File: src/rtl/shift_register_arbiter.sv
// Round-robin sequencer sharing one external 5-stage 8-bit delay line; SHIFT_REGISTER_ARBITER_FIXED_PRIO_EN selects fixed priority.
// Latency: 5 advancing cycles from grant to out_valid; out_valid && !out_ready freezes the whole line and withholds grants.
module shift_register_arbiter #(
  parameter int NUM_REQ = 4,
  parameter int ID_W    = 2,
  parameter int DEPTH   = 5
) (
  input  logic                 clk,
  input  logic                 reset,
  input  logic [NUM_REQ-1:0]   req_valid,
  input  logic [8*NUM_REQ-1:0] req_data,
  output logic [NUM_REQ-1:0]   req_ready,
  output logic [7:0]           sr_d,
  output logic                 sr_enable,
  output logic                 sr_reset,
  input  logic [7:0]           sr_q,
  output logic                 out_valid,
  output logic [7:0]           out_data,
  output logic [ID_W-1:0]      out_id,
  input  logic                 out_ready,
  output logic [2:0]           inflight
);

  logic [DEPTH:1]  vld;
  logic [ID_W-1:0] id [1:DEPTH];
  logic            adv;
  logic            grant_any;
  logic            take;
  logic [ID_W-1:0] grant_idx;
  logic [7:0]      grant_dat;
  logic [2:0]      inflight_nxt;
`ifndef SHIFT_REGISTER_ARBITER_FIXED_PRIO_EN
  logic [ID_W-1:0] rr_ptr;
`endif

  // The delay line only moves when stage 5 is empty or being consumed.
  assign adv  = reset && (!vld[DEPTH] || out_ready);
  assign take = adv && grant_any;

  always_comb begin
    int              idx;
    logic [ID_W-1:0] cand;
    grant_any = 1'b0;
    grant_idx = '0;
    idx       = 0;
    cand      = '0;
    for (int k = 0; k < NUM_REQ; k++) begin
`ifdef SHIFT_REGISTER_ARBITER_FIXED_PRIO_EN
      idx = k;
`else
      idx = int'(rr_ptr) + k;
      if (idx >= NUM_REQ) idx = idx - NUM_REQ;
`endif
      cand = ID_W'(idx);
      if (!grant_any && req_valid[cand]) begin
        grant_any = 1'b1;
        grant_idx = cand;
      end
    end
  end

  always_comb begin
    grant_dat = 8'h00;
    req_ready = '0;
    for (int i = 0; i < NUM_REQ; i++) begin
      if (grant_any && (grant_idx == ID_W'(i))) begin
        grant_dat    = req_data[8*i +: 8];
        req_ready[i] = adv;
      end
    end
  end

  assign sr_enable = adv;
  assign sr_d      = take ? grant_dat : 8'h00;
  assign sr_reset  = ~reset;

  assign out_valid = vld[DEPTH];
  assign out_data  = sr_q;
  assign out_id    = id[DEPTH];

  // Stage 5 always leaves on an advance, so the new count is stages 1..4 plus the entrant.
  always_comb begin
    inflight_nxt = 3'd0;
    for (int k = 1; k < DEPTH; k++) begin
      inflight_nxt = inflight_nxt + 3'(vld[k]);
    end
    inflight_nxt = inflight_nxt + 3'(take);
  end

  always_ff @(posedge clk) begin
    if (!reset) begin
      vld      <= '0;
      inflight <= 3'd0;
      for (int k = 1; k <= DEPTH; k++) begin
        id[k] <= '0;
      end
    end else if (adv) begin
      vld      <= {vld[DEPTH-1:1], take};
      inflight <= inflight_nxt;
      id[1]    <= take ? grant_idx : '0;
      for (int k = 2; k <= DEPTH; k++) begin
        id[k] <= id[k-1];
      end
    end
  end

`ifndef SHIFT_REGISTER_ARBITER_FIXED_PRIO_EN
  always_ff @(posedge clk) begin
    if (!reset) begin
      rr_ptr <= '0;
    end else if (take) begin
      rr_ptr <= (grant_idx == ID_W'(NUM_REQ - 1)) ? '0 : grant_idx + 1'b1;
    end
  end
`endif

endmodule

File: config.mk
export PLATFORM = sky130hd
export DESIGN_NAME = shift_register_arbiter
export DESIGN_NICKNAME = d
export VERILOG_FILES = /design/src/rtl/shift_register_arbiter.sv
export SDC_FILE = /design/constraint.sdc
export NUM_CORES = 1
export LEC_CHECK = 0
export CAP_MARGIN = 20
export CELL_PAD_IN_SITES_DETAIL_PLACEMENT = 0
export CELL_PAD_IN_SITES_GLOBAL_PLACEMENT = 1
export CORE_UTILIZATION = 27
export DETAILED_ROUTE_END_ITERATION = 10
export PLACE_DENSITY_LB_ADDON = 0.1
export SYNTH_ARGS = -nofsm -noshare
export SYNTH_HDL_FRONTEND = slang
export SYNTH_SLANG_ARGS = --single-unit
File: constraint.sdc
create_clock -name clk -period 2.7 [get_ports clk]
set_input_delay 0.27 -clock clk [delete_from_list [all_inputs] [get_ports clk]]
set_output_delay 0.27 -clock clk [all_outputs]
set_load 0.05 [all_outputs]
---- Word level (Yosys, flattened, before mapping) ----
Memory sizes are Yosys's and may differ from the RTL's.
Index checks and enable logic that the tools add are counted.
W data, S select, Z words.
word-level totals
  register bits after elaboration ......... 10
  bits in writable memories ............... 10
  input port bits ......................... 47
  output and inout bits ................... 28
  word-level logic and storage cells ...... 88
  memories kept ........................... 1
cells by class
  $add $sub $neg .......................... 12
  order comparisons ....................... 8
  equality and inequality tests ........... 3
  multiplexer cells ....................... 40
  bitwise gates (word level) .............. 6
  reduce and logical (&&, ||, !) cells .... 15
memories
  name  words  width  rd ports  clocked after memory_dff  wr ports  RTL line  source
  id    5      2      5         0                         5         25        logic [ID_W-1:0] id [1:DEPTH];
operators by type and width
  kind                   number
  $mux W8                5
  $mux W2                15
  $mux W1                16
  $lt A2 B3 Y1 const B   4
  $ge A3 B3 Y1 const B   3
  $logic_and A1 B1 Y1    9
  $bmux W1 S2            4
  $sub A2 B1 Y2 const B  4
  $add A2 B2 Y3 const B  2
  $add A3 B1 Y3          2
  $or A1 B1 Y1           5
  $eq A2 B2 Y1 const B   2
  $logic_not A1 Y1       4
  $add A2 B1 Y3          1
  $add A2 B1 Y3 const B  1
  $ge A2 B3 Y1 const B   1
  $add A1 B1 Y2          1
  $add A2 B1 Y2 const B  1
  $eq A2 B1 Y1 const B   1
  $logic_not A2 Y1       1
  $logic_or A1 B1 Y1     1
  $not A1 Y1             1

---- Logic depth before layout (Yosys ltp) ----
Gate-level depths: netlist (run 1).
  depth in word-level cells ............... 21
  depth in mapped cells ................... 9
  depth with buffers taken out ............ 7

---- Least setup slack after synthesis (run 1) ----
No wires, ideal clock.
  path kind ............................... reg-to-output
  start ................................... reg rr_ptr[1]
  end ..................................... out sr_d[6]
  data arrival time ....................... 2.590 ns
  required time ........................... 2.430 ns
  setup slack ............................. -0.160 ns
  stages on the path, launching flop included .. 9
  path through ............................ dfxtp_1 > o21bai_1 > a221oi_1 > nor2_1 > ha_1 > buf_2 > buf_2 > a221o_1 > a21oi_1
between the ends
  word-level cells in the longest chain between the ends .. 21
ends and longest elaborated chain
  what                                                                    RTL line  source
  start: declaration                                                      33        logic [ID_W-1:0] rr_ptr;
  start signal: assignment                                                112       rr_ptr <= (grant_idx == ID_W'(NUM_REQ - 1)) ? '0 : grant_idx + 1'b1;
  parallel branches: the longest is 20 deep, another holds $add A2 B1 Y3  -
  $mux W8 (*)                                                             74        assign sr_d = take ? grant_dat : 8'h00;
  end: declaration                                                        13        output logic [7:0] sr_d,
Mark *: on every way between the ends. The select of a mux whose other input is x is not followed.

---- Final worst setup path (run 1) ----
  start ................................... in req_valid[3]
  end ..................................... out sr_d[6]
between the ends
  word-level cells in the longest chain between the ends .. 19
ends and longest elaborated chain
  what                           RTL line  source
  start: declaration             10        input logic [NUM_REQ-1:0] req_valid,
  $bmux W1 S2                    55        if (!grant_any && req_valid[cand]) begin
  $mux W1 (not written as such)  55
  $mux W1                        55
  $logic_not A1 Y1               55
  $logic_and A1 B1 Y1            55
  $mux W1                        55
  $logic_not A1 Y1               55
  $logic_and A1 B1 Y1            55
  [2 not listed]                 -
  $logic_and A1 B1 Y1            55
  $mux W2 (*)                    55
  via grant_idx[0]               29        logic [ID_W-1:0] grant_idx;
  $logic_not A2 Y1               66        if (grant_any && (grant_idx == ID_W'(i))) begin
  $logic_and A1 B1 Y1            66
  $mux W8 (3 in a row)           66
  $mux W8 (*)                    66
  $mux W8 (*)                    74
Mark *: on every way through the listed nets, which the timed path passes. The rest lies on a longest branch. The select of a mux whose other input is x is not followed.

==> impl_summary.md, run 1 <==
Place
In this run the cell area measured after placement is 2190 um2. The total half-perimeter wirelength after legalization and detailed placement is 2.711 mm. In this run the tool buffered the top-level ports with 58 buffer cells. The routability congestion estimate is 0.6641. The cell count after placement is 272.

Clock tree
In this run, post-CTS hold repair placed 0 buffers. The clock drives 20 sinks. The clock latency on the worst-skew pair is 260 ps. The number of H-tree levels is 1.

TritonCTS built the clock tree. The maximum buffer depth of the clock tree is 2. The total clock buffers created by CTS is 3. The clock edge transition at the registers on the reported setup and hold paths is 70 ps. The cell sitting at the root of the clock tree is a sky130_fd_sc_hd__clkbuf_8.

Route
The detailed route wirelength on metal3 is 318 um. In the routed layout, each cell is associated on average with a via count of 4.570. After detailed routing, the number of remaining DRC violations is 0. Signal routing reaches up to met4. The final wirelength is 3.442 mm. The met2 wire length is 1.578 mm. In the final routed layout, each cell accounts on average for 12.43 um.

In this run, the number of DRC markers left after iteration 0 of detailed routing was 41. The residual antenna-violating net count after detailed routing is 0. In the final routing, the length of wire on met1 measures 1.525 mm.

The total vias in the final route is 1266. The first-pass detailed-route iteration total is 4.

Hold path
The tightest min-delay check is of the register to register type.

STA
Setup repair after global routing left no endpoint under its margin. The minimum clock period is 2590 ps. The highest achievable clock rate is 386.1 MHz. The transition at the pin with the smallest max-transition slack is 493.4 ps. Of the available clock period, the critical path in the final layout requires 0.9592. Setup violations remaining at the end of the flow were counted as 0. The final count of hold timing violations was 0. The final count of pins violating max slew is 0. Between clock sinks in the finished design, the worst skew comes to 1.661 ps. Headroom to the max-slew limit came out at 0.6701.

Yosys
Of the synthesized area, sequential elements account for 0.3738. Of the total synthesized cell area, the portion taken by AND, OR, NAND and NOR gates is 0.1860. The adder-cell share of the synthesized area is 0.07664.

Counting flops and latches in the post-synthesis netlist gives 20. For this run, asynchronously set or reset flops after synthesis account for 0. The count of cell types in the netlist is 35. After technology mapping, the gate count stands at 147. The net count after synthesis is 201. The mean cell area of the mapped netlist is 9.107 um2.

In the synthesized netlist the dominant register cell turns out to be sky130_fd_sc_hd__edfxtp_1. The synthesized design contains 10 enable-type register cells. The mux share of post-synthesis cell area is 0. Yosys printed 0 warnings. The compound-cell area share of the yosys netlist is 0.2374. After synthesis the cells add up to 1339 um2. By area, the combinational part of the netlist is dominated by compound AO/OA/AOI/OAI gates. Of the total synthesized cell area, the portion taken by XOR and XNOR cells is 0.

Power
The share of total power dissipated in combinational logic is 0.585. The internal cell power is 1.019 mW. The static leakage is 0.9670 nW.

The maximum VDD drop is 0.0003396 V. The relative contribution of the clock network to total power is 0.185. Dividing total power by cell area gives a power density of 699.5 nW/um2.

The sequential cell fraction of total power is 0.231. The net switching component of the power is 0.5895 mW. Of the total power, the share spent switching nets is 0.3664.

Layout
The library cell used most frequently in the layout, excluding fill and tap cells, is sky130_fd_sc_hd__clkdlybuf4s50_1. The total area of multi-input combinational cells is 733.2 um2. After routing the design area is 2300 um2. The area growth from synthesis to layout is 71.78%. The share of layout cells above drive strength 1 is 0.2810.

The count of antenna diodes in the layout is 0. The number of nets in the layout is 265. The filler cell count in the final layout is 472. Excluding fillers, the count of instances in the completed layout stands at 277. Leaving out fill and tap cells, the most frequent cells in the layout are sky130_fd_sc_hd__clkdlybuf4s50_1, sky130_fd_sc_hd__buf_4, sky130_fd_sc_hd__buf_12. The register area is 503.0 um2.

GRT
Global routing finished with a remaining overflow of 0. Entering global routing, the biggest net connects 18 pins. The number of global-route vias before repair is 1216. The number of antenna violations at the first check in global routing is 0. The wire length of the first global-routing pass is 5.430 mm. Across every metal layer, demand over resource in global routing totals 0.1301.

Flow run
Max-cap violations in this run came to 0.

Worst setup path
The worst setup path is captured at a primary output. The class of the most critical setup path is input port to primary output. The data arrival at the endpoint of the critical path is 2320 ps.

Of all nets on the critical path, the largest fanout is 9. The kind of start point of the critical path is an input port. The worst path required time is 2430 ps.

Floorplanning
The starting density of the core is 0.2816. The vertical die dimension is 72.42 um. The overall die area is 5244 um2. After floorplanning, the core was divided into 25 placement rows. The number of top-level pins is 75. The core region is 4755 um2.

The die is 72.42 um wide.

Status
The run finished with clean final reports.
[registers in the layout, summed over array words and instances, names as in the netlist]
signal and count:
id 10, vld 5, inflight 3, rr_ptr 2
[final timing paths]
kind,from,depth (start not counted),to,slack [ps]
worst max register to register,vld[1],4,inflight[1],880
worst max-delay path,req_valid[3],11,sr_d[6],110
worst min register to register,inflight[0],1,inflight[0],480
worst min-delay path,inflight[0],1,inflight[0],480
[cells in the mapped netlist, types with 3 or more instances]
library cell | number | area, um2
sky130_fd_sc_hd__nand3b_1 | 8 | 60.06
sky130_fd_sc_hd__buf_2 | 3 | 15.01
sky130_fd_sc_hd__clkbuf_1 | 4 | 15.01
sky130_fd_sc_hd__inv_1 | 13 | 48.80
sky130_fd_sc_hd__buf_4 | 11 | 82.58
sky130_fd_sc_hd__dfxtp_1 | 10 | 200.2
sky130_fd_sc_hd__a21oi_1 | 19 | 95.09
sky130_fd_sc_hd__edfxtp_1 | 10 | 300.3
sky130_fd_sc_hd__and2_1 | 4 | 25.02
sky130_fd_sc_hd__a22o_1 | 6 | 52.55
sky130_fd_sc_hd__and3_1 | 8 | 50.05
sky130_fd_sc_hd__nand2_1 | 11 | 41.29
sky130_fd_sc_hd__ha_1 | 5 | 62.56
sky130_fd_sc_hd__a221o_1 | 8 | 80.08
[routing by layer]
| layer | track usage | vias to the layer above |
|---|---|---|
| met5 | 0 | - |
| met4 | 0.01743 | 0 |
| met3 | 0.05556 | 6 |
| met2 | 0.2098 | 45 |
| met1 | 0.1657 | 568 |
| li1 | - | 647 |
[layout make-up]
| cell class | count | area share |
|---|---|---|
| repair buffers | 78 | 0.3721 |
| multi-input cells | 94 | 0.3188 |
| flip-flops and latches | 20 | 0.2187 |
| well taps | 67 | 0.03645 |
| inverters | 14 | 0.02285 |
| clock buffers | 3 | 0.01795 |
| clock inverters | 1 | 0.01306 |
[cells by family after synthesis]
family                   count (synthesis)
adder cells (fa/ha/maj)                  7
AND/OR/NAND/NOR                         42
buffers and inverters                   33
AO/OA/AOI/OAI                           45
flip-flops                              20
[through the flow]
step                hold WS (ps)  utilization  total power, mW  setup WS [ps]  TNS (ps)
finish                     476.8       0.4837            1.609          110.2         0
global route               509.2       0.4837            1.693          8.870         0
CTS                        482.6       0.4776            1.598          46.35         0
detailed placement         464.4       0.4605            1.293         -169.6     -1251
global placement           458.0       0.4605            1.286         -145.4     -1085
floorplan                  409.7            -           0.9134          95.56         0
[worst max-delay path, cell delays in order]
cell                            delay [ps]
sky130_fd_sc_hd__dlygate4sd2_1         270
sky130_fd_sc_hd__o21ai_1               170
sky130_fd_sc_hd__a221oi_2               50
sky130_fd_sc_hd__buf_4                 150
sky130_fd_sc_hd__or2_1                 240
sky130_fd_sc_hd__ha_2                  200
sky130_fd_sc_hd__buf_4                 160
sky130_fd_sc_hd__nand3b_1              150
sky130_fd_sc_hd__a221o_1               310
sky130_fd_sc_hd__a21oi_2               190
sky130_fd_sc_hd__buf_12                160
[power groups by stage]
| stage | Sequential, mW | Combinational [mW] | Clock [mW] |
|---|---|---|---|
| after CTS | 0.368 | 0.927 | 0.302 |
| final | 0.371 | 0.940 | 0.297 |
| after global routing | 0.374 | 1.00 | 0.315 |
| after floorplan | 0.386 | 0.528 | 0 |
| after global placement | 0.374 | 0.913 | 0 |
| after detailed placement | 0.375 | 0.919 | 0 |
[repair_timing]
| action | 4_1_cts | 5_1_grt |
|---|---|---|
| cloned | 0 | 0 |
| resized for setup | 8 | 7 |
| pin swaps | 2 | 2 |
| setup buffers | 0 | 1 |
| setup endpoints to repair | 8 | 8 |
Note: power is estimated with default switching activity, not from simulation.
==> run 2, diff against run 1 <==
--- a/config.mk
+++ b/config.mk
@@ -10,7 +10,9 @@
 export CELL_PAD_IN_SITES_GLOBAL_PLACEMENT = 1
 export CORE_UTILIZATION = 27
 export DETAILED_ROUTE_END_ITERATION = 10
-export PLACE_DENSITY_LB_ADDON = 0.1
+export GPL_TIMING_DRIVEN = 0
+export MAX_ROUTING_LAYER = met4
+export PLACE_DENSITY = 0.83
 export SYNTH_ARGS = -nofsm -noshare
 export SYNTH_HDL_FRONTEND = slang
 export SYNTH_SLANG_ARGS = --single-unit
==> impl_summary.md, run 2 (synthesis results as in run 1) <==
Layout
The largest registers in the layout are id (10), vld (5), inflight (3). The share of layout cells above drive strength 1 is 0.2511. The count of antenna diodes in the layout is 0. The count of placed standard cells in the final layout, fillers left out is 286. The library cell used most frequently in the layout, excluding fill and tap cells, is sky130_fd_sc_hd__clkdlybuf4s50_1. Counting the fill cells in the layout gives 478.

id holds more flip-flops than any other register. The register with the most flip-flops in the layout has 10 of them. The finished cells cover 2271 um2. Leaving out fill and tap cells, the most frequent cells in the layout are sky130_fd_sc_hd__clkdlybuf4s50_1, sky130_fd_sc_hd__buf_4, sky130_fd_sc_hd__inv_1. The area growth from synthesis to layout is 69.63%. The number of nets in the layout is 274.

Worst setup path
Counting cells, the worst reg-to-reg path comes to 4. In this run the critical register-to-register path is launched from vld[1]. On the worst path, the slowest cell contributes a delay of 360 ps. The critical path goes through o21bai_2 > a221oi_4 > or2_4 > ha_2 > clkbuf_4 > and2_1 > clkdlybuf4s18_2. The kind of start point of the critical path is a register. The maximum fanout count along the critical path is 10. In this run the critical register-to-register path is captured at inflight[1]. The gate family responsible for the most delay along the worst path is buffers and inverters. The worst path required time is 2430 ps. The kind of capture point of the worst setup path is a primary output. The reg-to-reg setup timing slack is 900 ps. The slowest stage of the critical path is the sky130_fd_sc_hd__clkdlybuf4s18_2 cell.

The combined buffer and inverter count along the critical path is 2. The data arrival at the endpoint of the critical path is 2320 ps. The class of the most critical setup path is register to primary output.

Power
The analysis attributes to cell leakage a power of 0.9594 nW. The net switching component of the power is 0.6014 mW. Power comes to 1.444 mW. Power spread over the standard cell area amounts to 635.9 nW/um2. The internal portion of the total power is 0.8427 mW. Of the total power, the share spent switching nets is 0.4165. The share of total power dissipated in sequential elements is 0.255. The combinational share of power is 0.609. VDD sags by at most 0.0002884 V. The relative contribution of the clock network to total power is 0.136.

Clock tree
The later pin in the worst-skew pair is clocked with a latency of 250 ps. TritonCTS created 3 clock buffers. The maximum buffer depth of the clock tree is 2. The count of clock tree sinks is 20. TritonCTS built the clock tree.

The number of H-tree levels is 1. Clock-pin slew was measured on the worst setup and hold paths at 70 ps. The root cell of the clock tree is sky130_fd_sc_hd__clkbuf_8. For this design, the CTS-stage hold fixing added 0 buffers.

Floorplanning
The number of top-level pins is 75. The horizontal die dimension is 72.42 um. The overall die area is 5244 um2. In this run the core area contains 25 standard-cell rows.

The vertical die dimension is 72.42 um. The core area is 4755 um2. The starting density of the core is 0.2816.

Place
The number of port buffers is 66. The cell count after placement is 280. Detailed placement ended at an HPWL of 2.584 mm. At the end of routability-driven placement, the weighted congestion stood at 0.7272.

The worst slack at placement is -1293 ps. In this run the cell area measured after placement is 2113 um2.

GRT
The overall overflow remaining after global route is 0. The wire length of the first global-routing pass is 5.575 mm. The number of antenna violations at the first check in global routing is 0. The global router's overall resource usage is 0.1390. Entering global routing, the biggest net connects 12 pins. The number of global-route vias before repair is 1201.

STA
The worst slew slack as a fraction of its limit is 0.6601. The worst path in the final design needs a cycle of 2594 ps, including I/O delays and setup. In the finished design, the share of the clock period the worst path needs comes to 0.9607. The final count of pins violating max slew is 0. The worst-case setup margin in the final layout is 106.1 ps.

The clock arrives with 3.610 ps of skew. The highest achievable clock rate is 385.5 MHz. The final count of hold timing violations is 0. Hold is met by 479.4 ps. Setup violations remaining at the end of the flow were counted as 0. For the pin with the worst max-slew slack, the measured transition is 508.3 ps.

Route
The per-cell routed wire length is 12.37 um. The number of DRC violations after detailed-routing iteration 0 is 52. The final wirelength is 3.538 mm. The remaining design rule violation count is 0. The total vias in the final route is 1331. The count of nets left with antenna violations once routing finished came out at 0.

For this run, the detailed router's first-pass iteration total came to 4. Dividing the detail-routed via count by the number of cells gives 4.654.

Hold path
The path class of the tightest hold or removal check is register to register. The startpoint of the lowest-slack hold path is inflight[2]. For hold timing, the worst endpoint is inflight[2].

Counting instances, the worst hold path has a depth of 1.

Status
The flow ran to the end, and the final reports show no timing, DRC or antenna violations.

Flow run
Across the run, the number of max-cap violations was 0.
[run 2: changes by cell type in the layout (fill, tap and decap cells not counted), moves of 2 or more]
| cell | previous run | this run |
|---|---|---|
| sky130_fd_sc_hd__buf_6 | 0 | 8 |
| sky130_fd_sc_hd__a221oi_4 | 0 | 2 |
| sky130_fd_sc_hd__dfxtp_2 | 2 | 0 |
| sky130_fd_sc_hd__buf_12 | 13 | 0 |
| sky130_fd_sc_hd__buf_4 | 20 | 18 |
| sky130_fd_sc_hd__clkdlybuf4s50_1 | 41 | 50 |
| sky130_fd_sc_hd__dfxtp_1 | 8 | 10 |
| sky130_fd_sc_hd__clkbuf_1 | 0 | 3 |
| sky130_fd_sc_hd__a221oi_2 | 2 | 0 |
[run 2: metal layers]
| layer | GRT usage | up-vias | wire length (um) | share of wire |
|---|---|---|---|---|
| li1 | - | 660 | - | - |
| met1 | 0.1928 | 628 | 1608 | 0.45 |
| met2 | 0.2108 | 41 | 1742 | 0.49 |
| met3 | 0.03194 | 2 | 179 | 0.051 |
| met4 | 0.01961 | 0 | 8 | 0.0023 |
| met5 | - | - | 0 | 0 |
[run 2: how the worst max path moves through the flow]
| stage | startpoint | end | slack, ps | cells past startpoint |
|---|---|---|---|---|
| finish | rr_ptr[1] | req_ready[3] | 110 | 7 |
| detailed placement | req_valid[3] | sr_d[7] | -1290 | 10 |
| global route | rr_ptr[1] | sr_d[7] | -10 | 9 |
| floorplan | rr_ptr[1] | sr_d[0] | 100 | 8 |
| CTS | rr_ptr[1] | sr_d[1] | 10 | 9 |
| global placement | req_valid[3] | sr_d[1] | -1270 | 10 |
[run 2: area by class of cell]
class / count / area, um2 / share of cell area
Buffer: 16 / 120.1 / 0.05289
Multi-Input combinational cell: 94 / 773.2 / 0.3405
Sequential cell: 20 / 500.5 / 0.2204
Timing Repair Buffer: 71 / 695.7 / 0.3063
Inverter: 14 / 52.55 / 0.02314
Clock buffer: 4 / 45.04 / 0.01983
Tap cell: 67 / 83.83 / 0.03691
[run 2: stage by stage]
step / util / setup TNS, ps
floorplan: - / 0
global placement: 0.4445 / -13240
detailed placement: 0.4445 / -13430
CTS: 0.4684 / 0
global route: 0.4776 / -24.22
finish: 0.4776 / 0
[run 2: power groups by stage]
stage | logic, mW | registers, mW | clock network [mW]
after floorplan | 0.528 | 0.386 | 0
final | 0.879 | 0.368 | 0.197
after detailed placement | 0.784 | 0.373 | 0
after global routing | 0.944 | 0.370 | 0.218
after CTS | 0.841 | 0.367 | 0.205
after global placement | 0.780 | 0.372 | 0
[run 2: repair_timing]
item,in CTS,in global routing
buffers inserted,3,2
resized for setup,78,13
endpoints found under the setup margin,12,12
pin swaps,2,3
endpoints found under the hold margin,0,0
